===== src/rtl/exec_unit_mc_if.sv =====
// Handshake/operand bundle between decode, the execute unit and memory.
// The unit sits on the slave side; the producer/consumer pair is the master.
interface exec_unit_mc_if #(
    parameter int WIDTH = 16
);
    logic             inp_valid;
    logic             out_ready;
    logic             inp_aluSrc;
    logic [2:0]       inp_aluOp;
    logic [3:0]       inp_func;
    logic [WIDTH-1:0] inp_data1;
    logic [WIDTH-1:0] inp_data2;
    logic [WIDTH-1:0] inp_immidate;
    logic             out_valid;
    logic             inp_ready;
    logic [WIDTH-1:0] out_aluResult;
    logic             out_zero;
    logic             out_busy;

    modport master (
        output inp_valid, inp_aluSrc, inp_aluOp, inp_func,
        output inp_data1, inp_data2, inp_immidate, inp_ready,
        input  out_ready, out_valid, out_aluResult, out_zero, out_busy
    );

    modport slave (
        input  inp_valid, inp_aluSrc, inp_aluOp, inp_func,
        input  inp_data1, inp_data2, inp_immidate, inp_ready,
        output out_ready, out_valid, out_aluResult, out_zero, out_busy
    );
endinterface


===== src/rtl/exec_unit_mc.sv =====
// Execute stage: single-cycle ALU ops plus a WIDTH-cycle shift-add multiply,
// with a registered result toward memory under valid/ready flow control.
module exec_unit_mc #(
    parameter int WIDTH = 16,
    parameter int SHW   = $clog2(WIDTH)
) (
    input logic         inp_clk,
    input logic         inp_resetN,
    exec_unit_mc_if.slave bus
);
    localparam int CW = $clog2(WIDTH) + 1;

    localparam logic [3:0] OP_ADD = 4'd0;
    localparam logic [3:0] OP_SUB = 4'd1;
    localparam logic [3:0] OP_AND = 4'd2;
    localparam logic [3:0] OP_OR  = 4'd3;
    localparam logic [3:0] OP_XOR = 4'd4;
    localparam logic [3:0] OP_NOR = 4'd5;
    localparam logic [3:0] OP_SLT = 4'd6;
    localparam logic [3:0] OP_SLL = 4'd7;
    localparam logic [3:0] OP_SRL = 4'd8;
    localparam logic [3:0] OP_SRA = 4'd9;
    localparam logic [3:0] OP_MUL = 4'd10;

    typedef enum logic {
        S_IDLE,
        S_MUL
    } state_e;

    state_e           state_q;
    logic [WIDTH-1:0] a_q, b_q, acc_q;
    logic [CW-1:0]    cnt_q;
    logic [WIDTH-1:0] res_q;
    logic             zero_q, valid_q, busy_q;

    logic [3:0]       ctl;
    logic [WIDTH-1:0] opa, opb, alu_res, mul_sum;
    logic [SHW-1:0]   shamt;
    logic             ready, accept;

    assign opa   = bus.inp_data1;
    assign opb   = bus.inp_aluSrc ? bus.inp_immidate : bus.inp_data2;
    assign shamt = opb[SHW-1:0];

    always_comb begin
        ctl = OP_ADD;
        case (bus.inp_aluOp)
            3'b001:  ctl = OP_SUB;
            3'b010:  ctl = bus.inp_func;
            3'b011:  ctl = OP_AND;
            3'b100:  ctl = OP_OR;
            3'b101:  ctl = OP_SLT;
            default: ctl = OP_ADD;
        endcase
    end

    // MUL and the reserved codes produce 0 here; MUL goes through the FSM
    always_comb begin
        alu_res = '0;
        case (ctl)
            OP_ADD:  alu_res = opa + opb;
            OP_SUB:  alu_res = opa - opb;
            OP_AND:  alu_res = opa & opb;
            OP_OR:   alu_res = opa | opb;
            OP_XOR:  alu_res = opa ^ opb;
            OP_NOR:  alu_res = ~(opa | opb);
            OP_SLT:  alu_res = {{(WIDTH-1){1'b0}},
                                $signed(opa) < $signed(opb)};
            OP_SLL:  alu_res = opa << shamt;
            OP_SRL:  alu_res = opa >> shamt;
            OP_SRA:  alu_res = $unsigned($signed(opa) >>> shamt);
            default: alu_res = '0;
        endcase
    end

    assign mul_sum = acc_q + (b_q[0] ? a_q : '0);

    assign ready  = (state_q == S_IDLE) && (!valid_q || bus.inp_ready);
    assign accept = bus.inp_valid && ready;

    always_ff @(posedge inp_clk or negedge inp_resetN) begin
        if (!inp_resetN) begin
            state_q <= S_IDLE;
            a_q     <= '0;
            b_q     <= '0;
            acc_q   <= '0;
            cnt_q   <= '0;
            res_q   <= '0;
            zero_q  <= 1'b0;
            valid_q <= 1'b0;
            busy_q  <= 1'b0;
        end else begin
            case (state_q)
                S_IDLE: begin
                    if (accept && ctl == OP_MUL) begin
                        a_q     <= opa;
                        b_q     <= opb;
                        acc_q   <= '0;
                        cnt_q   <= CW'(WIDTH);
                        valid_q <= 1'b0;
                        busy_q  <= 1'b1;
                        state_q <= S_MUL;
                    end else if (accept) begin
                        res_q   <= alu_res;
                        zero_q  <= (alu_res == '0);
                        valid_q <= 1'b1;
                    end else if (bus.inp_ready) begin
                        valid_q <= 1'b0;
                    end
                end
                S_MUL: begin
                    acc_q <= mul_sum;
                    a_q   <= a_q << 1;
                    b_q   <= b_q >> 1;
                    cnt_q <= cnt_q - 1'b1;
                    if (cnt_q == CW'(1)) begin
                        res_q   <= mul_sum;
                        zero_q  <= (mul_sum == '0);
                        valid_q <= 1'b1;
                        busy_q  <= 1'b0;
                        state_q <= S_IDLE;
                    end
                end
                default: state_q <= S_IDLE;
            endcase
        end
    end

    assign bus.out_ready     = ready;
    assign bus.out_valid     = valid_q;
    assign bus.out_aluResult = res_q;
    assign bus.out_zero      = zero_q;
    assign bus.out_busy      = busy_q;
endmodule


===== src/flat_wrapper.sv =====
// flat-port wrapper written by rule: the top's interface ports become plain ports
module exec_unit_mc_flat 
#(
    parameter int WIDTH = 16,
    parameter int SHW   = $clog2(WIDTH)
)
  (inp_clk, inp_resetN, bus_inp_valid, bus_inp_aluSrc, bus_inp_aluOp, bus_inp_func, bus_inp_data1, bus_inp_data2, bus_inp_immidate, bus_inp_ready, bus_out_ready, bus_out_valid, bus_out_aluResult, bus_out_zero, bus_out_busy);
  exec_unit_mc_if #(.WIDTH(WIDTH)) bus_i ();
  input logic inp_clk;
  input logic inp_resetN;
  input wire logic [$bits(bus_i.inp_valid)-1:0] bus_inp_valid;
  input wire logic [$bits(bus_i.inp_aluSrc)-1:0] bus_inp_aluSrc;
  input wire logic [$bits(bus_i.inp_aluOp)-1:0] bus_inp_aluOp;
  input wire logic [$bits(bus_i.inp_func)-1:0] bus_inp_func;
  input wire logic [$bits(bus_i.inp_data1)-1:0] bus_inp_data1;
  input wire logic [$bits(bus_i.inp_data2)-1:0] bus_inp_data2;
  input wire logic [$bits(bus_i.inp_immidate)-1:0] bus_inp_immidate;
  input wire logic [$bits(bus_i.inp_ready)-1:0] bus_inp_ready;
  output wire logic [$bits(bus_i.out_ready)-1:0] bus_out_ready;
  output wire logic [$bits(bus_i.out_valid)-1:0] bus_out_valid;
  output wire logic [$bits(bus_i.out_aluResult)-1:0] bus_out_aluResult;
  output wire logic [$bits(bus_i.out_zero)-1:0] bus_out_zero;
  output wire logic [$bits(bus_i.out_busy)-1:0] bus_out_busy;
  assign bus_i.inp_valid = bus_inp_valid;
  assign bus_i.inp_aluSrc = bus_inp_aluSrc;
  assign bus_i.inp_aluOp = bus_inp_aluOp;
  assign bus_i.inp_func = bus_inp_func;
  assign bus_i.inp_data1 = bus_inp_data1;
  assign bus_i.inp_data2 = bus_inp_data2;
  assign bus_i.inp_immidate = bus_inp_immidate;
  assign bus_i.inp_ready = bus_inp_ready;
  assign bus_out_ready = bus_i.out_ready;
  assign bus_out_valid = bus_i.out_valid;
  assign bus_out_aluResult = bus_i.out_aluResult;
  assign bus_out_zero = bus_i.out_zero;
  assign bus_out_busy = bus_i.out_busy;
  exec_unit_mc #(.WIDTH(WIDTH), .SHW(SHW)) u_core (.inp_clk(inp_clk), .inp_resetN(inp_resetN), .bus(bus_i));
endmodule

===== config.mk =====
export PLATFORM = sky130hd
export DESIGN_NAME = exec_unit_mc_flat
export DESIGN_NICKNAME = d
export VERILOG_FILES = /design/src/rtl/exec_unit_mc_if.sv /design/src/rtl/exec_unit_mc.sv /design/src/flat_wrapper.sv
export SDC_FILE = /design/constraint.sdc
export NUM_CORES = 1
export LEC_CHECK = 0
export CORE_AREA = 2 2 129 181
export CTS_CLUSTER_SIZE = 24
export DETAILED_ROUTE_END_ITERATION = 8
export DIE_AREA = 0 0 131 183
export PLACE_DENSITY = 0.63
export SYNTH_ARGS = -nofsm -noshare
export SYNTH_HDL_FRONTEND = slang
export SYNTH_SLANG_ARGS = --single-unit

===== constraint.sdc =====
create_clock -name inp_clk -period 4 [get_ports inp_clk]
set_clock_uncertainty 0.15 [all_clocks]
set_input_delay 0.8 -clock inp_clk [delete_from_list [all_inputs] [get_ports inp_clk]]
set_output_delay 0.8 -clock inp_clk [all_outputs]
set_load 0.005 [all_outputs]

==> impl_metrics.env, run 1 <==
export IMPL_comb_power_share_pct=54.6
export IMPL_cts_tree="done"
export IMPL_tightest_slew_ns=1.090
export IMPL_h_tree_depth=3
export IMPL_post_route_period_util_pct=96.33
export IMPL_grt_total_usage_pct=33.49
export IMPL_routedWlPerCell_microns=22.18
export IMPL_antenna_found_initial=0
export IMPL_cts_path_max_buffers=2
export IMPL_crit_family="compound AO/OA/AOI/OAI gates"
export IMPL_yosys_warnings=0
export IMPL_rsz0062_at_grt="no"
export IMPL_cpPeakStageDelay_ns=0.42
export IMPL_area_growth_pct=42.55
export IMPL_fillCellCount=2150
export IMPL_cts_buffers=9
export IMPL_relSlewSlack_pct=27.04
export IMPL_muxShareOfSynthArea_pct=9.659
export IMPL_die_area_sq_mm=0.02397
export IMPL_grt_overflow_total=0
export IMPL_grt_pass1_wl_microns=59780
export IMPL_routed_wl_microns=39950
export IMPL_p_int_uw=2694
export IMPL_cp_end_kind="flip-flop"
export IMPL_crit_slowest_cell="clkdlybuf4s50_1"
export IMPL_total_power_uw=4545
export IMPL_postSynthAreaPerCell_sq_um=7.518
export IMPL_die_w_microns=131
export IMPL_clockPowerShare_pct=19.2
export IMPL_critPathBufInv=5
export IMPL_path_common_cell="buf_4"
export IMPL_reg2reg_setup_slack_ns=0.26
export IMPL_chipHeight_microns=183
export IMPL_worstPathArrival_ns=3.94
export IMPL_synth_fp_nets=1301
export IMPL_cap_viol_max_count=0
export IMPL_clock_sinks=73
export IMPL_rows=65
export IMPL_viasPerCell=5.830
export IMPL_rr_worst_depth=14
export IMPL_netlist_instances=1170
export IMPL_ios=80
export IMPL_drt_iter0_drc=882
export IMPL_timing_rr_end="u_core.bus.out_zero"
export IMPL_synth_seq_area_share_pct=20.77
export IMPL_synth_top_family_by_area="compound AO/OA/AOI/OAI gates"
export IMPL_status="finished, final reports clean"
export IMPL_yosys_most_used_dff="dfrtp_1"
export IMPL_vias=10500
export IMPL_ir_drop_v=0.0003160
export IMPL_cts_root_buf="clkbuf_16"
export IMPL_clk_latency_ns=0.34
export IMPL_regToRegStartpoint="u_core.a_q[0]"
export IMPL_cp_max_fo=4
export IMPL_nets=1626
export IMPL_powerDensity_mw_per_mm2=362.5
export IMPL_ys_types=84
export IMPL_max_freq_mhz=259.5
export IMPL_synth_compound_area_share_pct=26.69
export IMPL_start_util_pct=39.33
export IMPL_power_switching_uw=1851
export IMPL_dp_hpwl_microns=33060
export IMPL_cts_hold_buffers_added=0
export IMPL_drc_errors=0
export IMPL_grt_max_degree=71
export IMPL_swShare_pct=40.72
export IMPL_grt_pass1_vias=10370
export IMPL_p_seq_share_pct=26.2
export IMPL_n_antenna_cell=0
export IMPL_syn_area_sq_mm=0.008796
export IMPL_fp_coreArea_sq_mm=0.02237
export IMPL_power_leakage_uw=0.005885
export IMPL_place_congestion=1.035
export IMPL_async_reset_ff_share_pct=100.0
export IMPL_synth_edff_count=0
export IMPL_portBuffers=79
export IMPL_fin_crit_ns=3.853
export IMPL_crit_chain="clkdlybuf4s50_1, buf_4, ha_2, fa_2, a211oi_2, buf_4, o21bai_1, o311a_1, nor2_2, o41ai_1, a22oi_1, nand4_1, buf_4, buf_4, a21bo_2, nand2_1, nand2_1"
export IMPL_drive_gt1_share_pct=26.40
export IMPL_drtPass1Iterations=8
export IMPL_synthAdderAreaFrac_pct=10.36
export IMPL_synthXorXnorAreaFrac_pct=2.788
export IMPL_path_class="input port to flip-flop"
export IMPL_synth_seq_cells=73
export IMPL_crit_cells=17
export IMPL_maxSlewViolCount=0
export IMPL_hold_violations=0
export IMPL_min_path_type="input port to async pin"
export IMPL_setup_viol=0
export IMPL_final_util_pct=56.06
export IMPL_critical_path_required_ns=4.08
export IMPL_startpoint_type="input port"
export IMPL_synth_simple_area_share_pct=22.90
export IMPL_postRouteAntennaNets=0
export IMPL_path_clk_slew_ns=0.06
cells by family (layout without fill, tap and decap cells):
| kind of cell | Yosys count | after routing |
|---|---|---|
| AO/OA/AOI/OAI | 354 | 354 |
| adder cells (fa/ha/maj) | 71 | 71 |
| AND/OR/NAND/NOR | 429 | 429 |
| buffers and inverters | 139 | 469 |
| XOR/XNOR | 28 | 28 |
| multiplexers | 76 | 76 |
| flip-flops | 73 | 73 |
final cells by class:
cell class	count	area, sq um	area share, %
multi-input cells	958	6563	52.34
repair buffers	392	3218	25.67
inverters	61	229.0	1.826
well taps	301	376.6	3.004
clock inverters	7	98.84	0.7883
clock buffers	9	225.2	1.796
flip-flops and latches	73	1828	14.58
state kept, by name, summed over array words and instances (netlist names):
register and flops:
u_core.bus.out_valid 1, u_core.bus.out_busy 1, u_core.acc_q 16, u_core.b_q 16, u_core.a_q 16, u_core.bus.out_zero 1
u_core.cnt_q 5, u_core.bus.out_aluResult 16, u_core.state_q 1
cell usage in the layout (no fill, tap or decap), types with 16 or more instances in the layout:
master           count
nor2_1              84
nand3_1             21
o21ai_0             88
o22ai_1             17
ha_1                62
xnor2_1             21
buf_4              307
a21oi_1             73
nor3_1              23
mux2i_1             59
nand2_1            181
o211ai_1            16
inv_1               56
clkdlybuf4s50_1     75
and2_1              20
dfrtp_1             72
a221oi_1            20
cells in the mapped netlist, types with 5 or more instances:
library cell    n  area share (%)
buf_1           8            0.34
a221o_1         8            0.91
ha_1           68             9.7
nor3b_1         7            0.60
nor3_1         27             1.5
or2_2           6            0.43
xnor2_1        21             2.1
nor2_1         86             3.7
xor2_1          7            0.70
and2_1         20             1.4
nand2b_1        9            0.64
nand2_1       181             7.7
mux2i_1        65             7.4
inv_1          56             2.4
clkbuf_1       49             2.1
or4_1           5            0.43
o21bai_1        6            0.51
nor2b_1        10            0.71
a31oi_1        13            0.92
nand3_1        21             1.2
buf_6           7            0.90
mux4_2          5             1.3
a21o_1         10            0.85
a221oi_1       22             2.2
o211ai_1       16             1.4
or3_1           9            0.64
o21a_1          8            0.68
a22oi_1         8            0.68
a211oi_1       19             1.6
nand4_1        13            0.92
a21oi_1        73             4.2
and3_1          9            0.64
dfrtp_1        73              21
o21ai_0        91             5.2
nor4_1         12            0.85
o31ai_1         7            0.60
o22ai_1        17             1.2
buf_2          10            0.57
o32ai_1         6            0.60
worst max-delay path by stage:
| stage | to | start |
|---|---|---|
| 2_1_floorplan | u_core.bus.out_zero | bus_inp_aluSrc |
| 3_3_place_gp | u_core.bus.out_zero | bus_inp_aluSrc |
| 3_5_place_dp | u_core.bus.out_zero | bus_inp_aluSrc |
| 4_1_cts | u_core.bus.out_zero | bus_inp_aluSrc |
| 5_1_grt | u_core.bus.out_zero | bus_inp_immidate[1] |
| 6_report | u_core.bus.out_aluResult[10] | bus_inp_data1[0] |
per-stage QoR:
step	TNS, ns	cells	setup WS (ns)	hold WS, ns	area [sq um]
3_5_place_dp	-6.336	1778	-0.7164	0.3138	12020
4_1_cts	0	1796	0.03407	0.3004	12410
3_3_place_gp	-5.637	1778	-0.7011	0.3023	12020
2_1_floorplan	-0.01597	1170	-0.01597	0.3024	8864
6_report	0	1801	0.1468	0.2783	12540
5_1_grt	0	1801	0.003923	0.3334	12540
power groups by stage:
stage                     Sequential (uW)  Combinational, uW  Clock, uW
after floorplan                      1140               1300          0
after CTS                            1190               2440        884
after detailed placement             1200               2410          0
after global routing                 1220               2700        909
final                                1190               2480        873
after global placement               1190               2380          0
what timing repair did:
item                       4_1_cts  5_1_grt
pin swaps                        6        5
setup buffers                    2        5
setup endpoints to repair       11        9
hold endpoints to repair         0        0
resized for setup               16       19
layer usage:
metal | up-vias | wire, microns | global-route usage, %
met4 | 0 | 4127 | 28.34
met2 | 444 | 19270 | 57.37
li1 | 4919 | - | -
met5 | - | 0 | 0
met3 | 162 | 1851 | 2.830
met1 | 4974 | 14700 | 36.65
Power figures use the tool's default switching activity.
==> inputs of run 2 (changes only) <==
- CORE_AREA: 2 2 129 181 -> 2 2 195 120
- DIE_AREA: 0 0 131 183 -> 0 0 197 122
- PLACE_DENSITY: 0.63 -> 0.64
==> run 2 against run 1 <==
Effect of this change: sequential cell count did not move; clock power increased by 9.4%; via count rose by 4.5%; global-route usage increased by 2.9 points; critical path type unchanged; largest power group unchanged.
==> impl_metrics.env, run 2 (same netlist as run 1, synthesis figures left out) <==
export IMPL_fin_crit_ns=3.943
export IMPL_portBuffers=79
export IMPL_status="finished, final reports clean"
export IMPL_powerDensity_mw_per_mm2=381.1
export IMPL_clock_sinks=73
export IMPL_area_growth_pct=46.59
export IMPL_path_clk_slew_ns=0.06
export IMPL_hold_violations=0
export IMPL_setup_slack_ns=0.05663
export IMPL_ir_drop_v=0.0002771
export IMPL_relSlewSlack_pct=16.37
export IMPL_path_class="input port to flip-flop"
export IMPL_cts_tree="done"
export IMPL_grt_max_degree=87
export IMPL_dp_hpwl_microns=36110
export IMPL_die_w_microns=197
export IMPL_power_leakage_uw=0.006130
export IMPL_grt_pass1_vias=10020
export IMPL_antenna_found_initial=0
export IMPL_p_int_uw=2848
export IMPL_cts_hold_buffers_added=0
export IMPL_die_area_sq_mm=0.02403
export IMPL_clk_latency_ns=0.34
export IMPL_max_freq_mhz=253.6
export IMPL_drtPass1Iterations=6
export IMPL_maxSlewViolCount=0
export IMPL_clockPowerShare_pct=19.4
export IMPL_start_util_pct=39.11
export IMPL_ff_latch_area_sq_mm=0.001828
export IMPL_power_switching_uw=2066
export IMPL_multi_input_area_sq_mm=0.006715
export IMPL_cts_buffers=9
export IMPL_layout_commonest_cell="buf_4"
export IMPL_routedWlPerCell_microns=24.49
export IMPL_grt_pass1_wl_microns=63950
export IMPL_tightest_slew_ns=1.250
export IMPL_vias=10970
export IMPL_grt_overflow_total=0
export IMPL_postRouteAntennaNets=0
export IMPL_cts_root_buf="clkbuf_16"
export IMPL_ios=80
export IMPL_p_seq_share_pct=24.2
export IMPL_startpoint_type="input port"
export IMPL_h_tree_depth=3
export IMPL_cap_viol_max_count=0
export IMPL_nets=1655
export IMPL_setup_tns_ns=0
export IMPL_min_path_type="flip-flop to flip-flop"
export IMPL_dp_worst_setup_slack_ns=-0.9769
export IMPL_grt_total_usage_pct=36.40
export IMPL_critical_path_required_ns=4.06
export IMPL_total_power_uw=4914
export IMPL_final_cell_mix="337 x buf_4, 181 x nand2_1, 85 x nor2_1, 85 x o21ai_0, 72 x dfrtp_1"
export IMPL_viasPerCell=6.026
export IMPL_chipHeight_microns=122
export IMPL_n_antenna_cell=0
export IMPL_worstPathArrival_ns=4.01
export IMPL_drt_iter0_drc=1480
export IMPL_cp_end_kind="flip-flop"
export IMPL_swShare_pct=42.04
export IMPL_fillCellCount=2143
export IMPL_drc_errors=0
export IMPL_fp_coreArea_sq_mm=0.02249
export IMPL_cp_max_fo=6
export IMPL_setup_viol=0
export IMPL_rows=43
export IMPL_drive_gt1_share_pct=29.04
export IMPL_cts_path_max_buffers=2
export IMPL_routed_wl_microns=44600
export IMPL_comb_power_share_pct=56.3
export IMPL_place_congestion=1.048
export IMPL_post_route_period_util_pct=98.58
==> run 2: cell count changes in the layout (fill, tap and decap cells not counted), sizes merged, moves of 2 or more <==
cell / previous run / this run
buf: 314 / 344
clkbuf: 10 / 13
clkdlybuf4s50: 75 / 63
dlygate4sd2: 2 / 5
dlymetal6s2s: 0 / 7
inv: 63 / 61
==> run 2: routing by layer <==
metal  global-route usage [%]  up-vias  wire, microns
li1                         -     4993              -
met1                    54.33     5225          20560
met2                    46.18      695          16470
met3                    17.97       60           6844
met4                    5.686        0            724
met5                        0        -              0
==> run 2: stage by stage <==
| step | area, sq um | hold WS [ns] | utilization [%] | std cells |
|---|---|---|---|---|
| after floorplan | 8864 | 0.3024 | - | 1170 |
| after global placement | 12180 | 0.3036 | 54.14 | 1798 |
| after detailed placement | 12180 | 0.3092 | 54.14 | 1798 |
| after CTS | 12620 | 0.3253 | 56.10 | 1815 |
| after global routing | 12890 | 0.3584 | 57.33 | 1821 |
| final | 12890 | 0.3191 | 57.33 | 1821 |
==> run 2: area by class of cell <==
cell class / instances / share of cell area [%]
multi-input cells: 958 / 52.08
clock inverters: 5 / 0.7957
repair buffers: 421 / 26.45
clock buffers: 11 / 1.883
flip-flops and latches: 73 / 14.18
well taps: 292 / 2.834
inverters: 61 / 1.776
==> run 2: path summary, 6_finish.rpt <==
kind	startpoint	slack, ns	cells past startpoint	endpoint
max	bus_inp_aluOp[2]	0.06	15	u_core.bus.out_aluResult[13]
min	u_core.bus.out_aluResult[12]	0.32	2	u_core.bus.out_aluResult[12]
max reg2reg	u_core.b_q[0]	0.09	14	u_core.bus.out_zero
min reg2reg	u_core.bus.out_aluResult[12]	0.32	2	u_core.bus.out_aluResult[12]
max in group asynchronous	inp_resetN	2.60	1	u_core.state_q
min in group asynchronous	inp_resetN	0.45	1	u_core.a_q[11]
==> run 2: what timing repair did <==
action / CTS / global route
buffers inserted: 1 / 7
pin swaps: 10 / 16
resized for setup: 33 / 60
hold endpoints to repair: 0 / 0
endpoints found under the setup margin: 15 / 10
==> run 2: power groups by stage <==
stage | clock network, uW | logic, uW | registers (uW)
floorplan | 0 | 1300 | 1140
global placement | 0 | 2560 | 1180
detailed placement | 0 | 2580 | 1190
CTS | 954 | 2610 | 1180
global route | 994 | 2950 | 1210
finish | 955 | 2770 | 1190
==> run 2: critical path: stages <==
cell             delay (ns)
clkdlybuf4s50_1        0.52
buf_4                  0.21
nand2b_1               0.22
buf_4                  0.21
o21ai_4                0.27
buf_4                  0.19
o32ai_1                0.09
buf_4                  0.15
a221oi_1               0.41
o21ai_0                0.24
a211oi_2               0.32
buf_4                  0.19
nand2_1                0.05
nand2_1                0.06
a31oi_1                0.07
==> inputs of run 3 (changes only) <==
- SLEW_MARGIN: not set -> 20
- clock period: 4 -> 4.7 ns (I/O delays scaled with it)
==> run 3 against run 2 <==
Effect of this change: register-to-register slack improved by 0.50 ns; clock power decreased by 8.5%; global-route usage decreased by 4.0 points; first-iteration DRC count increased by 7.6%; critical path type unchanged; utilization decreased by 6.2 points; largest power group unchanged; wire length decreased by 12%; cell area decreased by 11%; sequential cell count unchanged; combinational power decreased by 26%.
==> impl_metrics.env, run 3 (same netlist as run 1, synthesis figures left out) <==
export IMPL_min_path_type="flip-flop to flip-flop"
export IMPL_power_switching_uw=1629
export IMPL_drt_iter0_drc=1593
export IMPL_vias=10260
export IMPL_grt_pass1_vias=9098
export IMPL_maxSlewViolCount=0
export IMPL_hold_ws_ns=0.3231
export IMPL_cts_tree="done"
export IMPL_max_freq_mhz=219.6
export IMPL_fp_coreArea_sq_mm=0.02249
export IMPL_rr_worst_depth=12
export IMPL_cap_viol_max_count=0
export IMPL_startpoint_type="input port"
export IMPL_p_seq_share_pct=26.4
export IMPL_rsz0062_at_grt="no"
export IMPL_comb_power_share_pct=51.5
export IMPL_grt_pass1_wl_microns=57970
export IMPL_relSlewSlack_pct=37.49
export IMPL_timing_rr_end="u_core.bus.out_zero"
export IMPL_drc_errors=0
export IMPL_cts_buffers=9
export IMPL_hold_violations=0
export IMPL_viasPerCell=6.181
export IMPL_clockPowerShare_pct=22.1
export IMPL_p_int_uw=2327
export IMPL_area_growth_pct=30.67
export IMPL_power_leakage_uw=0.005252
export IMPL_swShare_pct=41.18
export IMPL_status="finished, final reports clean"
export IMPL_cp_max_fo=6
export IMPL_h_tree_depth=3
export IMPL_final_util_pct=51.11
export IMPL_regToRegStartpoint="u_core.b_q[0]"
export IMPL_die_w_microns=197
export IMPL_nets=1493
export IMPL_post_route_period_util_pct=96.91
export IMPL_routed_wl_microns=39350
export IMPL_path_class="input port to flip-flop"
export IMPL_reg2reg_setup_slack_ns=0.59
export IMPL_worstSetupStartpoint="bus_inp_aluSrc"
export IMPL_die_area_sq_mm=0.02403
export IMPL_dp_hpwl_microns=31760
export IMPL_setup_tns_ns=0
export IMPL_setup_slack_ns=0.1453
export IMPL_drive_gt1_share_pct=18.07
export IMPL_crit_end="u_core.bus.out_aluResult[15]"
export IMPL_ios=80
export IMPL_clk_latency_ns=0.34
export IMPL_ir_drop_v=0.0002763
export IMPL_grt_overflow_total=0
export IMPL_layout_commonest_cell="nand2_1"
export IMPL_start_util_pct=39.11
export IMPL_clock_sinks=73
export IMPL_cts_root_buf="clkbuf_16"
export IMPL_worstPathArrival_ns=4.64
export IMPL_tightest_slew_ns=0.9376
export IMPL_placed_cell_area_sq_mm=0.01096
export IMPL_portBuffers=79
export IMPL_rows=43
export IMPL_stdcell_area_sq_mm=0.01149
export IMPL_routedWlPerCell_microns=23.72
export IMPL_drtPass1Iterations=7
export IMPL_place_congestion=1.117
export IMPL_path_clk_slew_ns=0.06
export IMPL_fin_crit_ns=4.555
export IMPL_setup_viol=0
export IMPL_powerDensity_mw_per_mm2=344.2
export IMPL_chipHeight_microns=122
export IMPL_dp_worst_setup_slack_ns=-0.4613
export IMPL_cts_path_max_buffers=2
export IMPL_grt_total_usage_pct=32.40
export IMPL_n_antenna_cell=0
export IMPL_antenna_found_initial=0
export IMPL_cp_end_kind="flip-flop"
export IMPL_final_cell_mix="181 x nand2_1, 174 x buf_4, 90 x o21ai_0"
export IMPL_grt_max_degree=74
export IMPL_critical_path_required_ns=4.78
export IMPL_postRouteAntennaNets=0
-- run 3: cell count changes in the layout (fill, tap and decap cells not counted), moves of 4 or more --
cell             previous run  this run
dlygate4sd2_1               5         0
ha_1                       59        65
buf_4                     337       174
o21ai_0                    85        90
a21oi_2                     5         1
ha_2                        7         3
clkdlybuf4s50_1            63        78
dlymetal6s2s_1              7         0
a211oi_1                   15        19
a211oi_2                    4         0
a21oi_1                    69        73
-- run 3: worst min path at each step --
stage | startpoint | end | slack [ns] | cells after the start
global route | u_core.b_q[5] | u_core.b_q[4] | 0.35 | 2
CTS | u_core.bus.out_aluResult[0] | u_core.bus.out_aluResult[0] | 0.32 | 2
floorplan | u_core.acc_q[5] | u_core.acc_q[5] | 0.30 | 2
finish | u_core.bus.out_aluResult[0] | u_core.bus.out_aluResult[0] | 0.32 | 2
detailed placement | u_core.bus.out_aluResult[0] | u_core.bus.out_aluResult[0] | 0.31 | 2
global placement | u_core.bus.out_aluResult[12] | u_core.bus.out_aluResult[12] | 0.30 | 2
-- run 3: metrics by stage --
| stage | instances | power, uW |
|---|---|---|
| global route | 1659 | 4171 |
| floorplan | 1170 | 2064 |
| CTS | 1656 | 3864 |
| detailed placement | 1639 | 2972 |
| global placement | 1639 | 2958 |
| finish | 1659 | 3956 |
-- run 3: timing repair --
action / in CTS / in global routing
setup buffers: 1 / 2
pin swaps: 1 / 10
hold buffers: 0 / 0
gates resized for setup: 2 / 23
setup endpoints to repair: 3 / 6
-- run 3: critical path: stages --
cell	delay, ns
clkdlybuf4s50_1	0.47
buf_6	0.14
buf_4	0.16
mux2i_4	0.27
ha_1	0.30
or2_2	0.35
a31oi_1	0.19
a21o_1	0.24
o21ai_1	0.14
a311oi_2	0.29
o21ai_0	0.13
o32a_1	0.33
a221oi_2	0.30
buf_4	0.17
o211ai_1	0.07
o21a_1	0.13
-- run 3: layout make-up --
class	count	area, sq um
clock buffers	11	252.7
clock inverters	5	125.1
fillers	2186	11000
inverters	61	229.0
multi-input cells	958	6507
flip-flops and latches	73	1828
well taps	292	365.4
repair buffers	259	2186
-- run 3: routing by layer --
metal	track usage [%]	share of wire (%)	up-vias
met5	1.440	0.17	-
met4	3.336	0.95	2
met3	14.09	16	45
met2	39.75	36	716
met1	51.13	47	4809
li1	-	-	4683
-- run 3: power by group through the flow --
stage | sequential (uW) | clock (uW) | combinational [uW]
finish | 1040 | 874 | 2040
global placement | 1040 | 0 | 1920
detailed placement | 1040 | 0 | 1930
global route | 1070 | 913 | 2190
CTS | 1040 | 880 | 1950
floorplan | 973 | 0 | 1090
